### src/rtl/multicaster.sv
// Column tag filter: matched bus beats -> FIFO -> PE (1-cycle latency); PE psum -> 1-entry slice -> bus.
// Backpressure via b_ready (full/flush/disabled) and p2m_ready; optional drop counter under MULTICASTER_DROP_CNT_EN.
module multicaster #(
  parameter int DATA_WIDTH = 16,
  parameter int NUM_COL    = 4,
  parameter int FIFO_DEPTH = 4,
  localparam int TAG_W     = $clog2(NUM_COL) + 1
) (
  input  logic                    clk,
  input  logic                    rst_n,
  input  logic [TAG_W-1:0]        ID,
  input  logic                    CASTER_EN,
  input  logic                    b_valid,
  output logic                    b_ready,
  input  logic [TAG_W-1:0]        b_tag,
  input  logic [DATA_WIDTH-1:0]   ifmap_data_B2M,
  input  logic [DATA_WIDTH-1:0]   fltr_data_B2M,
  input  logic [2*DATA_WIDTH-1:0] psum_data_B2M,
  input  logic [7:0]              kernel_size_in,
  input  logic                    flush,
  output logic                    flush_BUSY,
  output logic                    PE_EN,
  output logic                    m2p_valid,
  input  logic                    m2p_ready,
  output logic [DATA_WIDTH-1:0]   ifmap_data_M2P,
  output logic [DATA_WIDTH-1:0]   fltr_data_M2P,
  output logic [2*DATA_WIDTH-1:0] psum_data_M2P,
  output logic [7:0]              kernel_size,
  input  logic                    p2m_valid,
  output logic                    p2m_ready,
  input  logic [2*DATA_WIDTH-1:0] psum_data_P2M,
  output logic [2*DATA_WIDTH-1:0] psum_data_M2B,
  output logic                    m2b_valid,
  input  logic                    m2b_ready,
  output logic [15:0]             drop_cnt
);

  localparam int PTR_W = (FIFO_DEPTH > 1) ? $clog2(FIFO_DEPTH) : 1;
  localparam int CNT_W = $clog2(FIFO_DEPTH) + 1;

  typedef struct packed {
    logic [DATA_WIDTH-1:0]   ifmap;
    logic [DATA_WIDTH-1:0]   fltr;
    logic [2*DATA_WIDTH-1:0] psum;
  } beat_t;

  typedef enum logic [1:0] {
    DISABLED = 2'd0,
    RUN      = 2'd1,
    FLUSH    = 2'd2
  } state_t;

  state_t                  r_state;
  state_t                  w_state_nxt;
  beat_t                   r_mem [FIFO_DEPTH];
  beat_t                   r_last_head;
  beat_t                   w_head;
  beat_t                   w_beat_in;
  logic [PTR_W-1:0]        r_wr_ptr;
  logic [PTR_W-1:0]        r_rd_ptr;
  logic [CNT_W-1:0]        r_count;
  logic [7:0]              r_kernel_size;
  logic                    r_slice_vld;
  logic [2*DATA_WIDTH-1:0] r_slice_dat;
  logic                    w_fifo_empty;
  logic                    w_bus_xfer;
  logic                    w_match;
  logic                    w_push;
  logic                    w_pop;
  logic                    w_slice_ld;

  assign w_fifo_empty = (r_count == '0);
  assign b_ready      = (r_state == RUN) && CASTER_EN && (r_count < CNT_W'(FIFO_DEPTH));
  assign w_bus_xfer   = b_valid && b_ready;
  assign w_match      = (b_tag == ID) || b_tag[TAG_W-1];
  assign w_push       = w_bus_xfer && w_match;
  assign m2p_valid    = !w_fifo_empty;
  assign w_pop        = m2p_valid && m2p_ready;

  assign w_beat_in.ifmap = ifmap_data_B2M;
  assign w_beat_in.fltr  = fltr_data_B2M;
  assign w_beat_in.psum  = psum_data_B2M;

  // Once empty, outputs keep showing the last popped head rather than stale slots.
  assign w_head         = w_fifo_empty ? r_last_head : r_mem[r_rd_ptr];
  assign ifmap_data_M2P = w_head.ifmap;
  assign fltr_data_M2P  = w_head.fltr;
  assign psum_data_M2P  = w_head.psum;

  assign PE_EN       = (r_state != DISABLED);
  assign flush_BUSY  = (r_state == FLUSH);
  assign kernel_size = r_kernel_size;

  always_ff @(posedge clk or negedge rst_n) begin
    if (!rst_n) begin
      for (int i = 0; i < FIFO_DEPTH; i++) begin
        r_mem[i] <= '0;
      end
    end else if (w_push) begin
      r_mem[r_wr_ptr] <= w_beat_in;
    end
  end

  always_ff @(posedge clk or negedge rst_n) begin
    if (!rst_n) begin
      r_wr_ptr    <= '0;
      r_rd_ptr    <= '0;
      r_count     <= '0;
      r_last_head <= '0;
    end else begin
      if (w_push) begin
        r_wr_ptr <= r_wr_ptr + PTR_W'(1);
      end
      if (w_pop) begin
        r_rd_ptr    <= r_rd_ptr + PTR_W'(1);
        r_last_head <= r_mem[r_rd_ptr];
      end
      case ({w_push, w_pop})
        2'b10:   r_count <= r_count + CNT_W'(1);
        2'b01:   r_count <= r_count - CNT_W'(1);
        default: r_count <= r_count;
      endcase
    end
  end

  always_ff @(posedge clk or negedge rst_n) begin
    if (!rst_n) begin
      r_kernel_size <= '0;
    end else if (w_bus_xfer) begin
      r_kernel_size <= kernel_size_in;
    end
  end

  // Psum return slice: full throughput when the bus keeps m2b_ready high.
  assign p2m_ready     = !r_slice_vld || m2b_ready;
  assign w_slice_ld    = p2m_valid && p2m_ready;
  assign m2b_valid     = r_slice_vld;
  assign psum_data_M2B = r_slice_dat;

  always_ff @(posedge clk or negedge rst_n) begin
    if (!rst_n) begin
      r_slice_vld <= 1'b0;
      r_slice_dat <= '0;
    end else if (w_slice_ld) begin
      r_slice_vld <= 1'b1;
      r_slice_dat <= psum_data_P2M;
    end else if (m2b_ready) begin
      r_slice_vld <= 1'b0;
    end
  end

  always_ff @(posedge clk or negedge rst_n) begin
    if (!rst_n) begin
      r_state <= DISABLED;
    end else begin
      r_state <= w_state_nxt;
    end
  end

  always_comb begin
    w_state_nxt = r_state;
    case (r_state)
      DISABLED: begin
        if (CASTER_EN) w_state_nxt = RUN;
      end
      RUN: begin
        if (flush) begin
          w_state_nxt = FLUSH;
        end else if (!CASTER_EN && w_fifo_empty) begin
          w_state_nxt = DISABLED;
        end
      end
      FLUSH: begin
        if (w_fifo_empty && !r_slice_vld) begin
          w_state_nxt = CASTER_EN ? RUN : DISABLED;
        end
      end
      default: w_state_nxt = DISABLED;
    endcase
  end

`ifdef MULTICASTER_DROP_CNT_EN
  logic [15:0] r_drop_cnt;

  always_ff @(posedge clk or negedge rst_n) begin
    if (!rst_n) begin
      r_drop_cnt <= '0;
    end else if (w_bus_xfer && !w_match && (r_drop_cnt != 16'hFFFF)) begin
      r_drop_cnt <= r_drop_cnt + 16'd1;
    end
  end

  assign drop_cnt = r_drop_cnt;
`else
  assign drop_cnt = '0;
`endif

endmodule

### config.mk
export PLATFORM = sky130hd
export DESIGN_NAME = multicaster
export DESIGN_NICKNAME = d
export VERILOG_FILES = /design/src/rtl/multicaster.sv
export SDC_FILE = /design/constraint.sdc
export NUM_CORES = 1
export LEC_CHECK = 0
export ABC_CLOCK_PERIOD_IN_PS = 2350
export CAP_MARGIN = 10
export CORE_ASPECT_RATIO = 0.5
export CORE_UTILIZATION = 51
export CTS_BUF_LIST = sky130_fd_sc_hd__clkbuf_8
export CTS_CLUSTER_SIZE = 24
export DETAILED_ROUTE_END_ITERATION = 10
export GPL_TIMING_DRIVEN = 0
export PLACE_DENSITY = 0.79
export SLEW_MARGIN = 20
export SYNTH_ARGS = -nofsm -noshare
export SYNTH_HDL_FRONTEND = slang
export SYNTH_SLANG_ARGS = --single-unit
### constraint.sdc
create_clock -name clk -period 2.35 [get_ports clk]
set_clock_uncertainty 0.2 [all_clocks]
set_input_delay 0.235 -clock clk [delete_from_list [all_inputs] [get_ports clk]]
set_output_delay 0.235 -clock clk [all_outputs]
set_load 0.01 [all_outputs]
Word-level counts from Yosys, hierarchy flattened --
Index checks and enable logic that the tools add are counted.
Cells by class: $add $sub $neg 4, $lt $le $gt $ge 4, equality and inequality tests 8, muxes and demuxes 16, bitwise logic cells 2, reduce and logical (&&, ||, !) cells 20
Operators with widths (count):
- $bwmux W256 | 1
- $mux W64 | 4
- $bmux W64 S2 | 1
- $demux W64 S2 | 1
- $logic_and A1 B1 Y1 | 9
- $mux W2 | 4
- $ge A3 B3 Y1 const B | 2
- $not A2 Y3 | 2
- $pmux W2 S3 | 1
- $pmux W3 S2 | 1
- $reduce_bool A2 Y1 | 3
- $add A2 B1 Y2 const B | 2
- $eq A2 B1 Y1 const B | 2
- $eq A2 B2 Y1 const B | 2
- $add A3 B1 Y3 const B | 1
- $eq A3 B3 Y1 | 1
- $logic_not A1 Y1 | 3
- $logic_not A3 Y1 | 1
- $lt A3 B1 Y1 const B | 1
- $lt A3 B3 Y1 const B | 1
- $mux W1 | 3
- $ne A3 B2 Y1 const B | 1
- $reduce_and A3 Y1 | 1
- $sub A3 B1 Y3 const B | 1
- 4 further kinds | 5
Storage, ports and cells: flip-flop bits (word level) 370, word-level logic and storage cells 76

Logic depth before layout (Yosys ltp) --
Gate-level depths: netlist of the first run.
word-level depth 7, gate-level depth with buffers 11, depth with buffers taken out 9

Least setup slack after synthesis of the first run --
OpenSTA, ideal clock, no wires.
kind flip-flop to flip-flop, start reg r_state[0], end reg r_count[2], setup time 79 ps, data arrival time 2163 ps, required time 2071 ps, setup slack -92 ps, cell stages (with the launch flop) 12, buffers on the path 2, period minus slack after synthesis 2442 ps, cell sequence dfrtp_1 and4bb_1 and2_1 buf_6 buf_8 nand2_1 ha_1 inv_1 fa_1 xor2_1 nor2_1 xor2_1
On the way: longest elaborated chain between the ends 7, elaborated cells on any way between the ends 9, those cells by class eq/ne: 3; mux: 1; reduce/logical: 5
RTL lines:
- from (decl) | RTL line 53 | state_t r_state;
- from (signal assigned) | RTL line 156 | r_state <= w_state_nxt;
- $eq A2 B1 Y1 (*) | RTL line 73 | assign b_ready = (r_state == RUN) && CASTER_EN && (r_count < CNT_W'(FIFO_DEPTH));
- $logic_and A1 B1 Y1 (*) (2 in a row) | RTL line 73
- named net b_ready | RTL line 14 | output logic b_ready,
- $logic_and A1 B1 Y1 (*) | RTL line 74 | assign w_bus_xfer = b_valid && b_ready;
- $logic_and A1 B1 Y1 (*) | RTL line 76 | assign w_push = w_bus_xfer && w_match;
- $eq A2 B1 Y1 / $eq A2 B2 Y1 (equally long branches) | RTL line 118 | case ({w_push, w_pop})
- $pmux W3 S2 / $reduce_bool A2 Y1 (equally long branches)
- to (signal assigned) | RTL line 119 | 2'b10: r_count <= r_count + CNT_W'(1);
- to (signal assigned) | RTL line 120 | 2'b01: r_count <= r_count - CNT_W'(1);
- to (signal assigned) | RTL line 121 | default: r_count <= r_count;
- to (decl) | RTL line 61 | logic [CNT_W-1:0] r_count;
Mark *: on every way through the listed nets, which the timed path passes. The rest lies on a longest branch. A chain may end at the register's enable or synchronous reset.

Final worst setup path of the first run --
start reg r_rd_ptr[0], end out ifmap_data_M2P[3]
On the way: longest elaborated chain between the ends 5
RTL lines:
- from (decl) | RTL line 60 | logic [PTR_W-1:0] r_rd_ptr;
- from (signal assigned) | RTL line 115 | r_rd_ptr <= r_rd_ptr + PTR_W'(1);
- $not A2 Y3 (not written as such) | RTL line 85 | assign w_head = w_fifo_empty ? r_last_head : r_mem[r_rd_ptr];
- $bmux W64 S2 | RTL line 85
- $mux W64 (not written as such) (2 in a row) | RTL line 85
- $mux W64 | RTL line 85
- to (decl) | RTL line 25 | output logic [DATA_WIDTH-1:0] ifmap_data_M2P,
Every way passes these cells. The select of a mux whose other input is x is not followed.

==> summary by stage, run 1 <==
Outcome
The flow ran to the end, but the final reports show violations. The checks that failed: negative setup slack.

Place
The final weighted congestion of routability-driven global placement is 0.760. The count of buffers added on input and output ports is 227. The instance count after placement with tap cells included is 1793. The cell area after placement is 19800 µm².

The HPWL after detailed placement is 25500 µm.

Timing
The max-slew violation count is 0. The setup violation total in the final timing report is 65. Setup repair after global routing could not meet its margin everywhere.

The final count of hold timing violations is 0. Setup slack on the critical path of the routed design comes to -476 ps. The time the worst path needs with I/O delays and setup is 2830 ps. For the pin with the worst max-slew slack, the measured transition is 708 ps. In the finished design, the share of the clock period the worst path needs comes to 120%. Based on the critical path, the design can be clocked at up to 354 MHz. The worst pin sits at a relative slew slack of 52.8%.

Setup path
The number of buffers and inverters on the critical path is 5. The most frequent cell on the critical path is buf_6. The slowest stage of the critical path belongs to the cell dfrtp_2. The critical path start-end classification is flop to primary output. Walking the worst path, the cells encountered are buf_12, buf_12, buf_6, buf_6, mux4_2, mux2_4, buf_6. STA classifies the critical path endpoint as a primary output.

The startpoint type of the worst setup path is a flop. The worst stage delay on the critical path is 430 ps. The largest delay contributor family on the critical path is multiplexers. The top fanout value on the critical path is 7. The arrival time at the worst endpoint is 2390 ps. The data required time at the worst endpoint is 1910 ps.

Layout
Summing all non-filler instances in the final layout gives an area of 22000 µm². The number of nets at the end of the flow is 1591. After the flow finishes, the layout carries non-filler instances totaling 1939. The layout overhead on the synthesized area is 31.3%. The final design utilization is 68.8%. The post-route netlist has 46.9% of its cells at a drive strength greater than 1.

Clocking
The clock insertion delay at the later pin of the skew report is 620 ps. The number of sinks driven by the clock tree is 370. The maximum count of clock buffers along a single path is 3. The cell sitting at the root of the clock tree is a clkbuf_8. The level count of the clock H-tree is 2. TritonCTS built the clock tree. Clock-pin slew was measured on the worst setup and hold paths at 70 ps. TritonCTS created 52 clock buffers.

Global route
Global routing finished with a remaining overflow of 0. The initial antenna violation count came to 3. The first-pass GRT wire length is 63200 µm. The number of global-route vias before repair came to 11700. The aggregate global-route resource usage is 24.2%.

Entering global routing, the biggest net connects 93 pins.

Drt
The first TritonRoute pass finished after 4 iterations. The total number of vias is 10500. For this run, design rule violations remaining after detail routing come to 0.

The number of vias per cell is 5.39. The DRC violation total after the first TritonRoute iteration is 570. Dividing the detail-routed wire length by the instance count gives 20.7 µm. The post-detailed-route count of antenna-violating nets is 0. The total wirelength of the detailed-routed design is 40100 µm.

Floorplanning
The floorplan step defined a die boundary enclosing 33600 µm². The initial core utilization is 52.4%. In this run the standard cell core region covers 32000 µm². The die is 258 µm wide. The die extent in y is 130 µm.

Row generation in the floorplan step produced 46 rows. 244 I/O pins were placed.

Yosys
The number of enable flip-flop cells after synthesis is 0. Counting flops with an async set or reset pin after synthesis yields a share of 100%. The leading cell type by number of instances after synthesis is dfrtp_1. Counting distinct cell types in the post-synthesis netlist gives 31. The largest total area in the synthesized netlist belongs to dfrtp_1. After synthesis, the most frequently instantiated cells are 370 x dfrtp_1, 280 x mux2_2, 197 x nand2_1, 81 x mux2_4, 64 x mux4_2. The mean instance size in the synthesized netlist is 15.0 µm². After technology mapping, the gate count stands at 1115. In the post-synthesis netlist, the biggest area contributors are dfrtp_1 55%, mux2_2 19%, mux4_2 8.6%.

The sequential share of the synthesized area is 55.2%. Summed over its instances, the top area cell type makes up 55.2% of the synthesized netlist area. In this run the cell area of the synthesized design comes to 16800 µm². The yosys synthesis warning count is 0.

The synthesized flop and latch total is 370. The most used flip-flop cell after synthesis is dfrtp_1.

Pwr
After layout, the design draws a total of 0.0254 W. The sequential group share of total power is 37.7%. Net switching is 30.8% of the power.

Combinational logic burns 42.3% of the power. The net switching power is 0.00784 W. The clock share of power is 20.0%. The total power density per cell area is 1150 nW/µm². The internal power of the cells totals 0.0176 W.

The worst vdd rail ir drop is 0.474 mV. The total leakage power is 11.2 nW.

Flow run
Across the run, the number of max-cap violations was 0.

Hold path
The class of the tightest hold or removal check is primary input to asynchronous set/reset pin.
cells in the final DEF, fill, tap and decap left out, types with 2 or more instances in the layout:
master,n
mux2_4,144
buf_1,3
buf_2,7
clkbuf_1,2
mux2_2,217
inv_1,25
clkbuf_4,2
buf_4,46
mux4_2,64
nand2b_1,3
xor2_1,4
diode_2,2
buf_16,8
ha_1,4
buf_12,18
buf_6,98
dlygate4sd3_1,2
o21ai_0,2
buf_8,4
clkbuf_2,7
xnor2_1,4
dfrtp_1,369
clkbuf_8,69
clkdlybuf4s50_1,159
conb_1,16
nand2_1,195
nand3_4,4
clkinv_2,6
area by class of cell:
cell class                      count  area, µm²
Antenna cell                        2       5.00
Buffer                             79        818
Clock buffer                       63        867
Clock inverter                     29        159
Fill cell                        2105      10000
Inverter                            7       26.3
Multi-Input combinational cell    672       7240
Sequential cell                   370       9260
Tap cell                          432        541
Timing Repair Buffer              285       3090
power by group through the flow:
stage | clock network, W | logic [W] | registers, W
floorplan | 0 | 0.00539 | 0.00928
global placement | 0 | 0.00825 | 0.00944
global route | 0.00547 | 0.0114 | 0.00979
detailed placement | 0 | 0.00851 | 0.00958
finish | 0.00508 | 0.0108 | 0.00957
CTS | 0.00516 | 0.0106 | 0.00951
path summary, 6_finish.rpt:
path / startpoint / endpoint / slack, ps / depth (start not counted)
worst min-delay path: rst_n / r_last_head[61]$_DFFE_PN0P_ / 3 / 3
worst max-delay path: r_rd_ptr[0]$_DFFE_PN0P_ / ifmap_data_M2P[3] / -480 / 7
min in group clk: psum_data_P2M[14] / psum_data_M2B[14]$_DFFE_PN0P_ / 30 / 2
max in group asynchronous: rst_n / r_mem[103]$_DFFE_PN0P_ / 710 / 5
worst min register to register: r_last_head[22]$_DFFE_PN0P_ / r_last_head[22]$_DFFE_PN0P_ / 280 / 2
worst max register to register: r_count[2]$_DFFE_PN0P_ / r_count[2]$_DFFE_PN0P_ / 0 / 11
logic make-up after synthesis:
family	Yosys count	share of synthesized area, %
muxes	426	34.7
DFF	370	55.2
and+or+nand+nor	211	5.23
buffers and inverters	88	3.57
xor gates and xnor gates	8	0.418
adders and majority gates	6	0.493
AOI/OAI and AO/OA	5	0.284
other	1	0.0224
tightest hold or removal path: stages:
cell and delay [ps]:
dlygate4sd3_1 570, buf_8 120, buf_16 300
metrics by stage:
| step | TNS [ps] | setup WS (ps) | hold slack (ps) |
|---|---|---|---|
| after CTS | -28740 | -541 | 4.58 |
| after global placement | -5397080 | -14310 | 253 |
| after global routing | -30530 | -534 | 8.82 |
| after detailed placement | -135770 | -918 | -115 |
| after floorplan | 0 | 6.49 | -261 |
| final | -26230 | -476 | 2.72 |
timing repair:
action | CTS | global route
gates cloned | 7 | 0
setup endpoints to repair | 128 | 172
setup buffers | 33 | 16
gates resized for setup | 493 | 37
pin swaps | 3 | 4
hold buffers | 3 | 0
endpoints found under the hold margin | 105 | 0
routing by layer:
metal	GRT usage (%)	routed length [µm]	share of wire, %	vias to the layer above
met5	0	17	0.042	-
met4	9.64	1190	3.0	2
met3	4.64	1750	4.4	81
met2	41.9	20500	51	246
met1	30.6	16600	42	5525
li1	-	-	-	4605
state kept, by name (all words and copies together), names as in the netlist, 2 cells and up:
signal	flops
kernel_size	8
psum_data_M2B	32
r_count	3
r_last_head	64
r_mem	256
r_rd_ptr	2
r_state	2
r_wr_ptr	2
Power figures use the tool's default switching activity.
==> run 2: changes to the inputs <==
CORE_UTILIZATION = 25   (was 51)
PLACE_DENSITY = default   (was 0.79)
==> run 2 against run 1 <==
The flow still finishes with violations (negative setup slack). Power rose by 3.2%. Combinational power is essentially flat. Via count fell by 1.8%. Clock power grew 18%. Sequential power down 0.6%. Sequential share of layout area down 2.1 points. Worst setup slack lost 1.3 ps. Die area grew 100%. Utilization is 33 points lower. Flip-flop and latch count unchanged. Register-to-register slack better by 50 ps.
==> summary by stage, run 2 (same netlist as run 1, synthesis figures left out) <==
Drt
The post-detailed-route count of antenna-violating nets is 0 (unchanged). The first-pass iteration count of the detailed router is 6 (+2). The number of vias per cell is 4.22 (-22%). The total number of vias came to 10300 (-1.8%). The DRC violation total after the first TritonRoute iteration is 393 (-31%). The total DRC errors in the routed layout is 0 (unchanged). The total wirelength of the detailed-routed design is 43200 µm (+7.7%). The average wire length per cell after detail routing is 17.7 µm (-14%).

Setup path
The start of the worst register-to-register path is r_count[0]$_DFFE_PN0P_. The critical path start-end classification is flop to primary output. The top fanout value on the critical path is 6 (-1). The most critical setup path has its startpoint at r_rd_ptr[0]$_DFFE_PN0P_. The startpoint type of the worst setup path is a flop. The data required time at the worst endpoint is 1910 ps (about the same). The arrival time at the worst endpoint was 2390 ps (about the same). The count of cells along the worst register-to-register path came to 11 (unchanged). STA classifies the critical path endpoint as a primary output.

Pwr
The total power density per cell area is 1130 nW/µm² (-2.0%). The internal cell power is 0.0183 W (+4.1%). The net switching power is 0.00793 W (+1.2%).

The logic gate share of total power is 40.9% (-1.4 points). The switching fraction of total power came to 30.2% (-0.61 points). The total leakage power came to 11.4 nW (+2.1%). The sequential group share of total power was 36.3% (-1.4 points). The clock share of power is 22.8% (+2.8 points). The worst vdd rail ir drop is 0.496 mV (+4.7%).

Timing
Setup repair after global routing could not meet its margin everywhere. The post-route setup TNS is -27250 ps (-1020 ps). The share of the cycle needed by the critical path after routing is 120% (about the same).

The time the worst path needs with I/O delays and setup is 2830 ps (+1.34 ps). The worst hold margin was 41.2 ps (+38.5 ps). The transition time of the tightest slew-check pin is 985 ps (+277 ps). The setup violation total in the final timing report was 64 (-1.5%). The max-slew violation count is 0 (unchanged).

The relative slew slack is 34.3% (-18 points). The final count of hold timing violations is 0 (unchanged). The highest achievable clock rate came to 354 MHz (about the same).

The final critical-path setup slack is -477 ps (-1.34 ps).

Floorplanning
The overall die width is 368 µm (+42%). The site row count is 66 (+43%). The number of I/O pins was 244 (unchanged). The die extent in y is 185 µm (+42%). The area enclosed by the die boundary is 68100 µm² (+100%).

The initial core utilization is 25.5% (-27 points). The core area came to 65700 µm² (+110%).

Hold path
Along the worst hold path, the cell count comes to 2. The worst min-delay path startpoint is kernel_size_in[1]. The class of the tightest hold or removal check is primary input to flop.

Layout
The most common cell after layout, fill and taps aside is dfrtp_1. The number of nets at the end of the flow is 1624 (+2.1%). Ranked by flip-flop count, first place goes to r_mem.

In the layout the commonest cells are 369 x dfrtp_1, 216 x mux2_2, 195 x nand2_1. The share of post-route cells with drive strength above 1 is 47.4% (+0.44 points). The flip-flop count of the largest register after layout is 256 (unchanged).

The layout overhead on the synthesized area is 38.3%.

Clocking
The number of buffers created by CTS is 60 (+15%). The clock insertion delay at the later pin of the skew report is 640 ps (+20 ps). The maximum count of clock buffers along a single path is 3 (unchanged). The root buffer selected by CTS is clkbuf_8. The clock edge transition at the registers on the reported setup and hold paths is 70 ps (about the same).

TritonCTS built the clock tree. The level count of the clock H-tree is 2 (unchanged). The number of sinks driven by the clock tree is 370 (unchanged).

Place
The HPWL after detailed placement is 27300 µm (+7.0%). The placement-stage worst setup slack is -1130 ps (-216 ps). The number of port buffers was 227 (unchanged).

The final weighted congestion of routability-driven global placement came to 0.753 (-0.92%).

Global route
The aggregate global-route resource usage is 12.3% (-12 points). The number of global-route vias before repair came to 11100 (-5.1%). The initial antenna violation count came to 4 (+1).

The maximum number of pins on one net before global-route repair came to 94 (+1.1%). The first-pass GRT wire length is 65500 µm (+3.7%). The remaining global-route overflow was 0 (unchanged).

Outcome
The checks that failed: negative setup slack. The run finished, with violations left.

Flow run
The reported max-cap violation count was 0 (unchanged).
## run 2: cell types whose count changed in the layout (fill, tap and decap cells not counted), sizes merged
cell           change
buf                +3
clkbuf            +20
clkdlybuf4s50      +1
diode              +2
nand3              +3
inv                -3
clkinvlp           -1
dlygate4sd3       +21
dlymetal6s2s       -1
## run 2: worst paths after layout
| path | end | slack, ps |
|---|---|---|
| max reg2reg | r_count[2]$_DFFE_PN0P_ | 50 |
| min | kernel_size[1]$_DFFE_PN0P_ | 40 |
| min in group asynchronous | r_last_head[10]$_DFFE_PN0P_ | 470 |
| max in group asynchronous | r_mem[110]$_DFFE_PN0P_ | 270 |
| max | ifmap_data_M2P[4] | -480 |
| min reg2reg | r_last_head[44]$_DFFE_PN0P_ | 280 |
## run 2: final cells by class
type	count	area [µm²]
plain buffers	79	826
multi-input cells	675	7280
repair buffers	307	3350
clock buffers	85	1170
fillers	6336	42500
inverters	7	31.3
flip-flops and latches	370	9260
diodes	4	10.0
well taps	884	1110
clock inverters	25	143
## run 2: what timing repair did
item / CTS / global route
hold endpoints to repair: 243 / 0
buffers inserted: 34 / 14
hold buffers: 23 / 0
setup endpoints to repair: 184 / 240
cloned: 6 / 4
gates resized for setup: 524 / 25
pin swaps: 6 / 1
## run 2: power groups by stage
stage | Clock (W) | Combinational, W | Sequential [W]
finish | 0.00597 | 0.0107 | 0.00951
global route | 0.00643 | 0.0114 | 0.00976
CTS | 0.00615 | 0.0107 | 0.00949
detailed placement | 0 | 0.00869 | 0.00951
global placement | 0 | 0.00851 | 0.00952
floorplan | 0 | 0.00539 | 0.00928
## run 2: per-stage QoR
step | util [%] | cell area [µm²] | instances | power (W)
after floorplan | - | 16800 | 1130 | 0.0147
after global placement | 30.8 | 20200 | 2241 | 0.0180
after detailed placement | 31.0 | 20300 | 2245 | 0.0182
after CTS | 35.0 | 23000 | 2416 | 0.0264
after global routing | 35.3 | 23200 | 2436 | 0.0276
final | 35.3 | 23200 | 2436 | 0.0262
## run 2: critical path, stage by stage, from the launching register on
cell and delay [ps]:
dfrtp_2 400, buf_12 140, buf_8 140, buf_12 130
mux4_2 530, mux2_4 280, buf_6 120
## run 2: per-layer routing
metal  wire (µm)  vias up  share of wire (%)  track usage [%]
met1       17400     5361                 40             14.5
met5           0        -                  0                0
met3        1210       82                2.8             1.72
met4        1330        0                3.1             4.71
met2       23200      142                 54             22.8
li1            -     4690                  -                -
